File: src/rtl/hex_display_scan.sv
// Time-multiplexed N-digit hex 7-segment scanner: shadow register, per-digit enable/dp, leading-zero blanking, blank gap.
// Latency: one clock from cnt/idx/shadow/inputs to seg/dp/an; no backpressure, the scan free-runs.
module hex_display_scan #(
  parameter int N_DIGITS     = 4,
  parameter int REFRESH_DIV  = 100000,
  parameter int BLANK_CYCLES = 1000
) (
  input  logic                  clk,
  input  logic                  rst,
  input  logic [4*N_DIGITS-1:0] value,
  input  logic                  load,
  input  logic [N_DIGITS-1:0]   dp_in,
  input  logic [N_DIGITS-1:0]   digit_en,
  input  logic                  lz_blank,
  output logic [6:0]            seg,
  output logic                  dp,
  output logic [N_DIGITS-1:0]   an
);

  localparam int CW = (REFRESH_DIV > 1) ? $clog2(REFRESH_DIV) : 1;
  localparam int IW = (N_DIGITS > 1) ? $clog2(N_DIGITS) : 1;
  localparam logic [CW-1:0] CNT_LAST = CW'(REFRESH_DIV - 1);
  localparam logic [IW-1:0] IDX_LAST = IW'(N_DIGITS - 1);

  logic [CW-1:0]           cnt;
  logic [IW-1:0]           idx;
  logic [4*N_DIGITS-1:0]   shadow;

  logic [N_DIGITS-1:0]     hi_zero;
  logic [N_DIGITS-1:0]     visible;
  logic [3:0]              cur_nib;
  logic                    cur_dp;
  logic                    cur_vis;
  logic                    in_gap;
  logic                    show;

  function automatic logic [6:0] decode(input logic [3:0] h);
    case (h)
      4'h0: decode = 7'b0000001;
      4'h1: decode = 7'b1001111;
      4'h2: decode = 7'b0010010;
      4'h3: decode = 7'b0000110;
      4'h4: decode = 7'b1001100;
      4'h5: decode = 7'b0100100;
      4'h6: decode = 7'b0100000;
      4'h7: decode = 7'b0001111;
      4'h8: decode = 7'b0000000;
      4'h9: decode = 7'b0000100;
      4'hA: decode = 7'b0001000;
      4'hB: decode = 7'b1100000;
      4'hC: decode = 7'b1110010;
      4'hD: decode = 7'b1000010;
      4'hE: decode = 7'b0110000;
      default: decode = 7'b0111000;
    endcase
  endfunction

  generate
    if (BLANK_CYCLES > 0) begin : g_gap
      assign in_gap = (cnt < CW'(BLANK_CYCLES));
    end else begin : g_nogap
      assign in_gap = 1'b0;
    end
  endgenerate

  // hi_zero[k]: every shadow nibble from k up to the leftmost digit is zero.
  always_comb begin
    logic acc;
    acc     = 1'b1;
    hi_zero = '0;
    for (int k = N_DIGITS - 1; k >= 0; k--) begin
      acc        = acc & (shadow[4*k +: 4] == 4'h0);
      hi_zero[k] = acc;
    end
  end

  always_comb begin
    logic [N_DIGITS-1:0] lz_mask;
    lz_mask    = lz_blank ? hi_zero : '0;
    lz_mask[0] = 1'b0;
    visible    = digit_en & ~lz_mask;
  end

  // Select the current digit's nibble/dp/visibility with constant indices only.
  always_comb begin
    cur_nib = 4'h0;
    cur_dp  = 1'b0;
    cur_vis = 1'b0;
    for (int k = 0; k < N_DIGITS; k++) begin
      if (idx == IW'(k)) begin
        cur_nib = shadow[4*k +: 4];
        cur_dp  = dp_in[k];
        cur_vis = visible[k];
      end
    end
  end

  assign show = cur_vis & ~in_gap;

  always_ff @(posedge clk) begin
    if (rst) begin
      cnt    <= '0;
      idx    <= '0;
      shadow <= '0;
      seg    <= 7'b1111111;
      dp     <= 1'b1;
      an     <= '1;
    end else begin
      if (load)
        shadow <= value;

      if (cnt == CNT_LAST) begin
        cnt <= '0;
        idx <= (idx == IDX_LAST) ? '0 : idx + 1'b1;
      end else begin
        cnt <= cnt + 1'b1;
      end

      if (show) begin
        an  <= ~(N_DIGITS'(1) << idx);
        seg <= decode(cur_nib);
        dp  <= ~cur_dp;
      end else begin
        an  <= '1;
        seg <= 7'b1111111;
        dp  <= 1'b1;
      end
    end
  end

endmodule

File: config.mk
export PLATFORM = sky130hd
export DESIGN_NAME = hex_display_scan
export DESIGN_NICKNAME = d
export VERILOG_FILES = /design/src/rtl/hex_display_scan.sv
export SDC_FILE = /design/constraint.sdc
export NUM_CORES = 1
export LEC_CHECK = 0
export BUFFER_PORTS_ARGS = -buffer_cell sky130_fd_sc_hd__buf_4
export CORE_UTILIZATION = 59
export DETAILED_ROUTE_END_ITERATION = 10
export GPL_TIMING_DRIVEN = 0
export PLACE_DENSITY = 0.92
export SYNTH_ARGS = -nofsm -noshare
export SYNTH_HDL_FRONTEND = slang
export SYNTH_SLANG_ARGS = --single-unit
File: constraint.sdc
create_clock -name clk -period 4.1 [get_ports clk]
set_input_delay 0.82 -clock clk [delete_from_list [all_inputs] [get_ports clk]]
set_output_delay 0.82 -clock clk [all_outputs]
set_load 0.05 [all_outputs]
==> impl_metrics.json, run 1 <==
{
  "detail_route.vias_per_cell": 5.47,
  "drt_first_iter_violations": 118,
  "synth_seq_area_share_pct": 41.7,
  "multi_input_comb_area_um2": 1200,
  "hold_wc_path_type": "flip-flop to flip-flop",
  "finalSetupViolations": 0,
  "post-synth-top-area-fraction_pct": 41.7,
  "net_total_in_the_final_layout": 336,
  "yosys_warning_count": 0,
  "drt_pass1_iterations": 4,
  "unique_masters_post_synth": 45,
  "outcome": "finished clean",
  "routed-via-count": 1894,
  "post-cts-setup-buffer-count": 0,
  "clock_latency_on_the_worst_skew_pair_ns": 0.30,
  "seq_power_share_pct": 57.9,
  "grt_antenna_before_repair": 0,
  "postLayoutCoreUtil_pct": 73.3,
  "final_layout_size_suffix_gt1_share_pct": 17.4,
  "cp_data_required_time_ns": 4.29,
  "cts_max_level": 2,
  "cp_bufs_invs": 4,
  "crit_path_start_kind": "flip-flop",
  "first_pass_grt_wire_length_um": 7430,
  "core_area_um2": 3660,
  "clock_sink_count": 47,
  "final_period_minus_worst_setup_slack_ns": 2.84,
  "drt-total-wl_um": 4520,
  "die_y_um": 63.9,
  "dp.final_hpwl_um": 3470,
  "synthDominantAreaCellType": "sky130_fd_sc_hd__dfxtp_1",
  "seqCellArea_um2": 941,
  "die_w_um": 63.9,
  "synth.area.top_cells": "sky130_fd_sc_hd__dfxtp_1, sky130_fd_sc_hd__mux2i_1, sky130_fd_sc_hd__nor2_1",
  "design.die.area_um2": 4080,
  "wire_per_inst_um": 13.1,
  "cts-root-to-sink-buffers": 2,
  "p_sw_mw": 0.196,
  "io_buffers": 38,
  "synth-edff-count": 0,
  "post_cts_resized": 0,
  "totalNegativeSetupSlack_ns": 0,
  "synthTopCellsByCount": "sky130_fd_sc_hd__nor2_1, sky130_fd_sc_hd__dfxtp_1, sky130_fd_sc_hd__mux2i_1",
  "setup_slack_ns": 1.26,
  "setup.reg_to_reg.worst_slack_ns": 1.26,
  "timing.final.hold_violations": 0,
  "drc": 0,
  "endpoint_kind": "flip-flop",
  "diode_count": 0,
  "crit_chain": "inv_1 -> ha_1 -> buf_2 -> nand3b_1 -> a221oi_1 -> inv_1 -> ha_1 -> inv_1 -> mux2i_1 -> nor2_1 -> a211o_1",
  "static-leakage-power_nw": 1.13,
  "unrepaired_setup_endpoints_after_global_routing": "false",
  "global_route.usage.total_pct": 23.6,
  "timing.critical_path.mode_cell": "sky130_fd_sc_hd__inv_1",
  "gpl.final_weighted_congestion": 0.842,
  "fmaxAchievable_mhz": 352,
  "net_count_after_synthesis": 291,
  "max-cap-violations": 0,
  "max_slew_margin_pct": 53.7,
  "cellInternalPower_mw": 0.630,
  "synthesis_to_layout_area_growth_pct": 18.9,
  "worst_setup_hold_path_clk_slew_ns": 0.08,
  "layout.filler_cells": 285,
  "clkPwrFrac_pct": 32.0,
  "first_global_vias": 1664,
  "rows": 22,
  "cts_inserted_buffers": 5,
  "synth_most_common_cell": "sky130_fd_sc_hd__nor2_1",
  "post_synth_inst_count": 252,
  "post_cts_hold_buffer_count": 0,
  "postRouteAntennaNets": 0,
  "final_max_slew_viol_count": 0,
  "power.share.switching_pct": 23.8,
  "pin_count_of_the_biggest_net_entering_global_routing": 14,
  "power_density_nw_per_um2": 308,
  "share_comb_of_total_power_pct": 10.1,
  "critical_path_peak_fanout": 10,
  "cts_root_buffer": "sky130_fd_sc_hd__clkbuf_8",
  "synth-seq-cells": 47,
  "ys_async_sr_fraction_pct": 0,
  "timing.clock.skew_ns": 0.00646,
  "ir_drop_uv": 262,
  "io_pins": 40,
  "largest_stage_delay_worst_path_ns": 0.62,
  "dp_worst_setup_slack_ns": 1.30,
  "post-route-period-util_pct": 69.2,
  "critical_path_class": "flip-flop to flip-flop",
  "initial_core_util_pct": 61.7,
  "netlist_area_um2": 2260,
  "timing.critical_path.max_delay_family": "compound AO/OA/AOI/OAI gates",
  "critPathArrivalTime_ns": 3.03,
  "grt-ovfl-total": 0,
  "syn-mean-instance-area_um2": 8.96,
  "library_cell_contributing_the_largest_single_delay_on_the_critical_path": "sky130_fd_sc_hd__a221oi_1",
  "slew_at_the_pin_closest_to_its_max_slew_limit_ns": 0.695,
  "cts_tree": "done",
  "synth-main-ff-cell": "sky130_fd_sc_hd__dfxtp_1"
}
stage by stage:
step / instance area (um^2) / instances / hold WS (ns) / total power [mW]
6_report: 2680 / 346 / 0.465 / 0.826
5_1_grt: 2680 / 346 / 0.527 / 0.868
4_1_cts: 2680 / 346 / 0.474 / 0.831
3_5_place_dp: 2600 / 338 / 0.455 / 0.571
3_3_place_gp: 2600 / 338 / 0.441 / 0.567
2_1_floorplan: 2260 / 252 / 0.430 / 0.537
registers in the layout, summed over array words and instances, names as in the netlist:
| register | count |
|---|---|
| idx | 2 |
| an | 4 |
| dp | 1 |
| seg | 7 |
| shadow | 16 |
| cnt | 17 |
per-layer routing:
metal,vias up,wire (um),global-route usage (%)
li1,951,-,-
met1,890,2150,30.9
met2,47,2140,37.6
met3,6,182,6.07
met4,0,51,7.67
met5,-,0,0
cells in the final DEF (no fill, tap or decap), drive strengths merged, types with 2 or more instances in the layout:
| master | netlist | final |
|---|---|---|
| nor2 | 48 | 48 |
| dfxtp | 47 | 47 |
| buf | 6 | 44 |
| mux2i | 20 | 20 |
| inv | 14 | 14 |
| clkbuf | 6 | 13 |
| ha | 11 | 11 |
| nand3 | 11 | 11 |
| nand2 | 10 | 10 |
| xor2 | 8 | 8 |
| xnor2 | 7 | 7 |
| nand3b | 5 | 5 |
| a21oi | 5 | 5 |
| nor3 | 5 | 5 |
| a211o | 5 | 5 |
| nor3b | 4 | 4 |
| or2 | 4 | 4 |
| a211oi | 3 | 3 |
| nor2b | 3 | 3 |
| nor4 | 3 | 3 |
| and3 | 3 | 3 |
| a311o | 2 | 2 |
| or4 | 2 | 2 |
| nand2b | 2 | 2 |
| o21ai | 2 | 2 |
| nand4 | 2 | 2 |
worst paths after layout:
path,startpoint,to,cells after the start
setup / recovery,idx[1],seg[3],11
hold / removal,cnt[0],cnt[0],1
setup reg to reg,idx[1],seg[3],11
hold reg to reg,cnt[0],cnt[0],1
kinds of logic (layout without fill, tap and decap cells):
logic type,count (synthesis),count (layout),share of synthesized area [%]
AOI/OAI and AO/OA,28,28,9.42
xor gates and xnor gates,15,15,5.82
adders and majority gates,11,11,6.10
buffers and inverters,26,72,5.10
DFF,47,47,41.7
muxes,21,21,9.37
and+or+nand+nor,104,104,22.5
final cells by class:
class                      instances  share of cell area, %
buffer                            12                   2.33
timing repair buffer              38                   10.6
tap                               48                   2.24
clock inverter                     1                  0.186
clock buffer                       7                   2.84
inverter                          14                   1.96
multi-input combinational        179                   44.8
sequential                        47                   35.1
power by group through the flow:
stage / clock [mW] / sequential [mW] / combinational [mW]
2_1_floorplan: 0 / 0.485 / 0.0514
3_3_place_gp: 0 / 0.488 / 0.0792
3_5_place_dp: 0 / 0.488 / 0.0827
4_1_cts: 0.270 / 0.478 / 0.0836
5_1_grt: 0.297 / 0.480 / 0.0910
6_report: 0.265 / 0.478 / 0.0835
(Power assumes the default switching activity.)
==> inputs of run 2 (changes only) <==
Settings changed: CORE_UTILIZATION 59 to 50, PLACE_DENSITY 0.92 to 0.83.
Clock period 4.1 ns to 2.6 ns, I/O delays scaled along.
==> run 2 against run 1 <==
- flip-flop and latch count unchanged
- via count is 0.42% lower
- clock power increased by 140%
- largest cell class unchanged
- fmax grew 14%
- design area rose by 3.8%
- sequential share of layout area shrank 1.2 points
- sequential power up 58%
- die area up 17%
==> impl_metrics.json, run 2 (synthesis gave the netlist of run 1 again) <==
{
  "reg_top3": "cnt x17, shadow x16, seg x7",
  "synthesis_to_layout_area_growth_pct": 23.4,
  "grt-ovfl-total": 0,
  "detail_route.vias_per_cell": 5.34,
  "static-leakage-power_nw": 1.17,
  "postLayoutCoreUtil_pct": 64.0,
  "placed_cells": 342,
  "diode_count": 0,
  "die_y_um": 69.2,
  "r2r_end": "seg[6]",
  "critical_path_class": "flip-flop to flip-flop",
  "cts_max_level": 2,
  "power_density_nw_per_um2": 545,
  "io_pins": 40,
  "global_route.usage.total_pct": 19.1,
  "totalNegativeSetupSlack_ns": 0,
  "final_cells": 353,
  "initial_core_util_pct": 51.8,
  "post_cts_hold_buffer_count": 0,
  "final_period_minus_worst_setup_slack_ns": 2.48,
  "drt_pass1_iterations": 4,
  "timing.clock.skew_ns": 0.00746,
  "post-route-period-util_pct": 95.5,
  "placed_cell_area_um2": 2610,
  "largest_register_ff_count": 17,
  "cts_inserted_buffers": 5,
  "library_cell_contributing_the_largest_single_delay_on_the_critical_path": "sky130_fd_sc_hd__a311oi_1",
  "crit_chain": "inv_1 -> ha_1 -> nand3b_1 -> a311oi_1 -> clkbuf_1 -> mux2_2 -> a211o_1",
  "rows": 24,
  "crit-reg2reg-launch": "idx[0]",
  "cts_root_buffer": "sky130_fd_sc_hd__clkbuf_8",
  "final_layout_size_suffix_gt1_share_pct": 20.3,
  "clock_sink_count": 47,
  "final_max_slew_viol_count": 0,
  "setup.reg_to_reg.worst_slack_ns": 0.12,
  "timing.critical_path.max_delay_family": "compound AO/OA/AOI/OAI gates",
  "slew_at_the_pin_closest_to_its_max_slew_limit_ns": 0.670,
  "dp.final_hpwl_um": 3360,
  "first_global_vias": 1697,
  "most_common_library_cell_in_the_layout_ignoring_fill_and_taps": "sky130_fd_sc_hd__nor2_1",
  "die_w_um": 69.2,
  "crit_path_start_kind": "flip-flop",
  "cp_bufs_invs": 2,
  "clock_latency_on_the_worst_skew_pair_ns": 0.30,
  "largest_stage_delay_worst_path_ns": 0.46,
  "drt-total-wl_um": 4600,
  "finalSetupViolations": 0,
  "layout.cells.most_common_list": "sky130_fd_sc_hd__nor2_1, sky130_fd_sc_hd__dfxtp_1, sky130_fd_sc_hd__buf_4",
  "postRouteAntennaNets": 0,
  "timing.final.hold_violations": 0,
  "cts-root-to-sink-buffers": 2,
  "crit_path_end": "seg[6]",
  "wire_per_inst_um": 13.0,
  "critPathArrivalTime_ns": 2.68,
  "hold_wc_path_type": "primary input to flip-flop",
  "cts_tree": "done",
  "first_pass_grt_wire_length_um": 7460,
  "ir_drop_uv": 300,
  "io_buffers": 38,
  "register_with_the_most_flip_flops": "cnt",
  "net_total_in_the_final_layout": 339,
  "stages_on_worst_setup_path": 7,
  "cp_data_required_time_ns": 2.80,
  "crit_start": "idx[0]",
  "gpl.final_weighted_congestion": 0.857,
  "unrepaired_setup_endpoints_after_global_routing": "false",
  "final.hold.worst_slack_ns": 0.449,
  "outcome": "finished clean",
  "fmaxAchievable_mhz": 403,
  "drc": 0,
  "reg2reg_path_depth": 7,
  "max-cap-violations": 0,
  "design_area_um2": 2790,
  "core_area_um2": 4350,
  "critical_path_peak_fanout": 10,
  "endpoint_kind": "flip-flop",
  "design.die.area_um2": 4790,
  "routed-via-count": 1886,
  "max_slew_margin_pct": 55.3,
  "grt_antenna_before_repair": 0,
  "drt_first_iter_violations": 107,
  "worst_setup_hold_path_clk_slew_ns": 0.09,
  "pin_count_of_the_biggest_net_entering_global_routing": 16
}
==> run 2: cell count changes in the layout (fill, tap and decap cells not counted), sizes merged <==
cell,delta
buf,+3
clkinvlp,+1
clkinv,-1
clkbuf,-2
bufinv,+2
==> run 2: worst min path at each step <==
stage / start / end / slack, ns / depth (start not counted)
2_1_floorplan: cnt[0] / cnt[0] / 0.43 / 1
3_3_place_gp: cnt[0] / cnt[0] / 0.44 / 1
3_5_place_dp: cnt[0] / cnt[0] / 0.45 / 1
4_1_cts: value[13] / shadow[13] / 0.44 / 3
5_1_grt: value[13] / shadow[13] / 0.44 / 3
6_report: value[13] / shadow[13] / 0.45 / 3
==> run 2: routing by layer <==
metal,GRT usage (%),wire length [um],vias up
li1,-,-,958
met1,24.6,2150,873
met2,31.0,2150,46
met3,3.78,217,9
met4,8.62,84,0
met5,0,0,-
==> run 2: cell type report <==
| cell class | instances | area (um^2) |
|---|---|---|
| fillers | 339 | 1570 |
| clock inverters | 3 | 67.6 |
| flip-flops and latches | 47 | 943 |
| plain buffers | 12 | 62.6 |
| repair buffers | 41 | 308 |
| inverters | 14 | 52.6 |
| multi-input cells | 179 | 1220 |
| well taps | 52 | 65.1 |
| clock buffers | 5 | 68.8 |
==> run 2: repair_timing <==
item,4_1_cts,5_1_grt
pin swaps,0,2
setup endpoints to repair,3,3
buffers inserted,0,3
gates resized for setup,2,3
==> run 2: where the power goes <==
part / internal [mW] / switching, mW
registers: 0.738 / 0.0159
logic: 0.0706 / 0.0673
clock network: 0.383 / 0.245
total: 1.19 / 0.328
==> run 2: worst reg2reg max path, stage by stage (launching register included) <==
cell	delay, ns
sky130_fd_sc_hd__dfxtp_2	0.35
sky130_fd_sc_hd__inv_1	0.09
sky130_fd_sc_hd__ha_1	0.32
sky130_fd_sc_hd__nand3b_1	0.11
sky130_fd_sc_hd__a311oi_1	0.46
sky130_fd_sc_hd__clkbuf_1	0.38
sky130_fd_sc_hd__mux2_2	0.38
sky130_fd_sc_hd__a211o_1	0.30
==> run 2: metrics by stage <==
step           worst slack, ns  total power, mW
6_report                 0.117             1.52
5_1_grt               0.000405             1.57
4_1_cts                 0.0839             1.52
3_5_place_dp            -0.230            0.899
3_3_place_gp            -0.157            0.896
2_1_floorplan            0.102            0.846
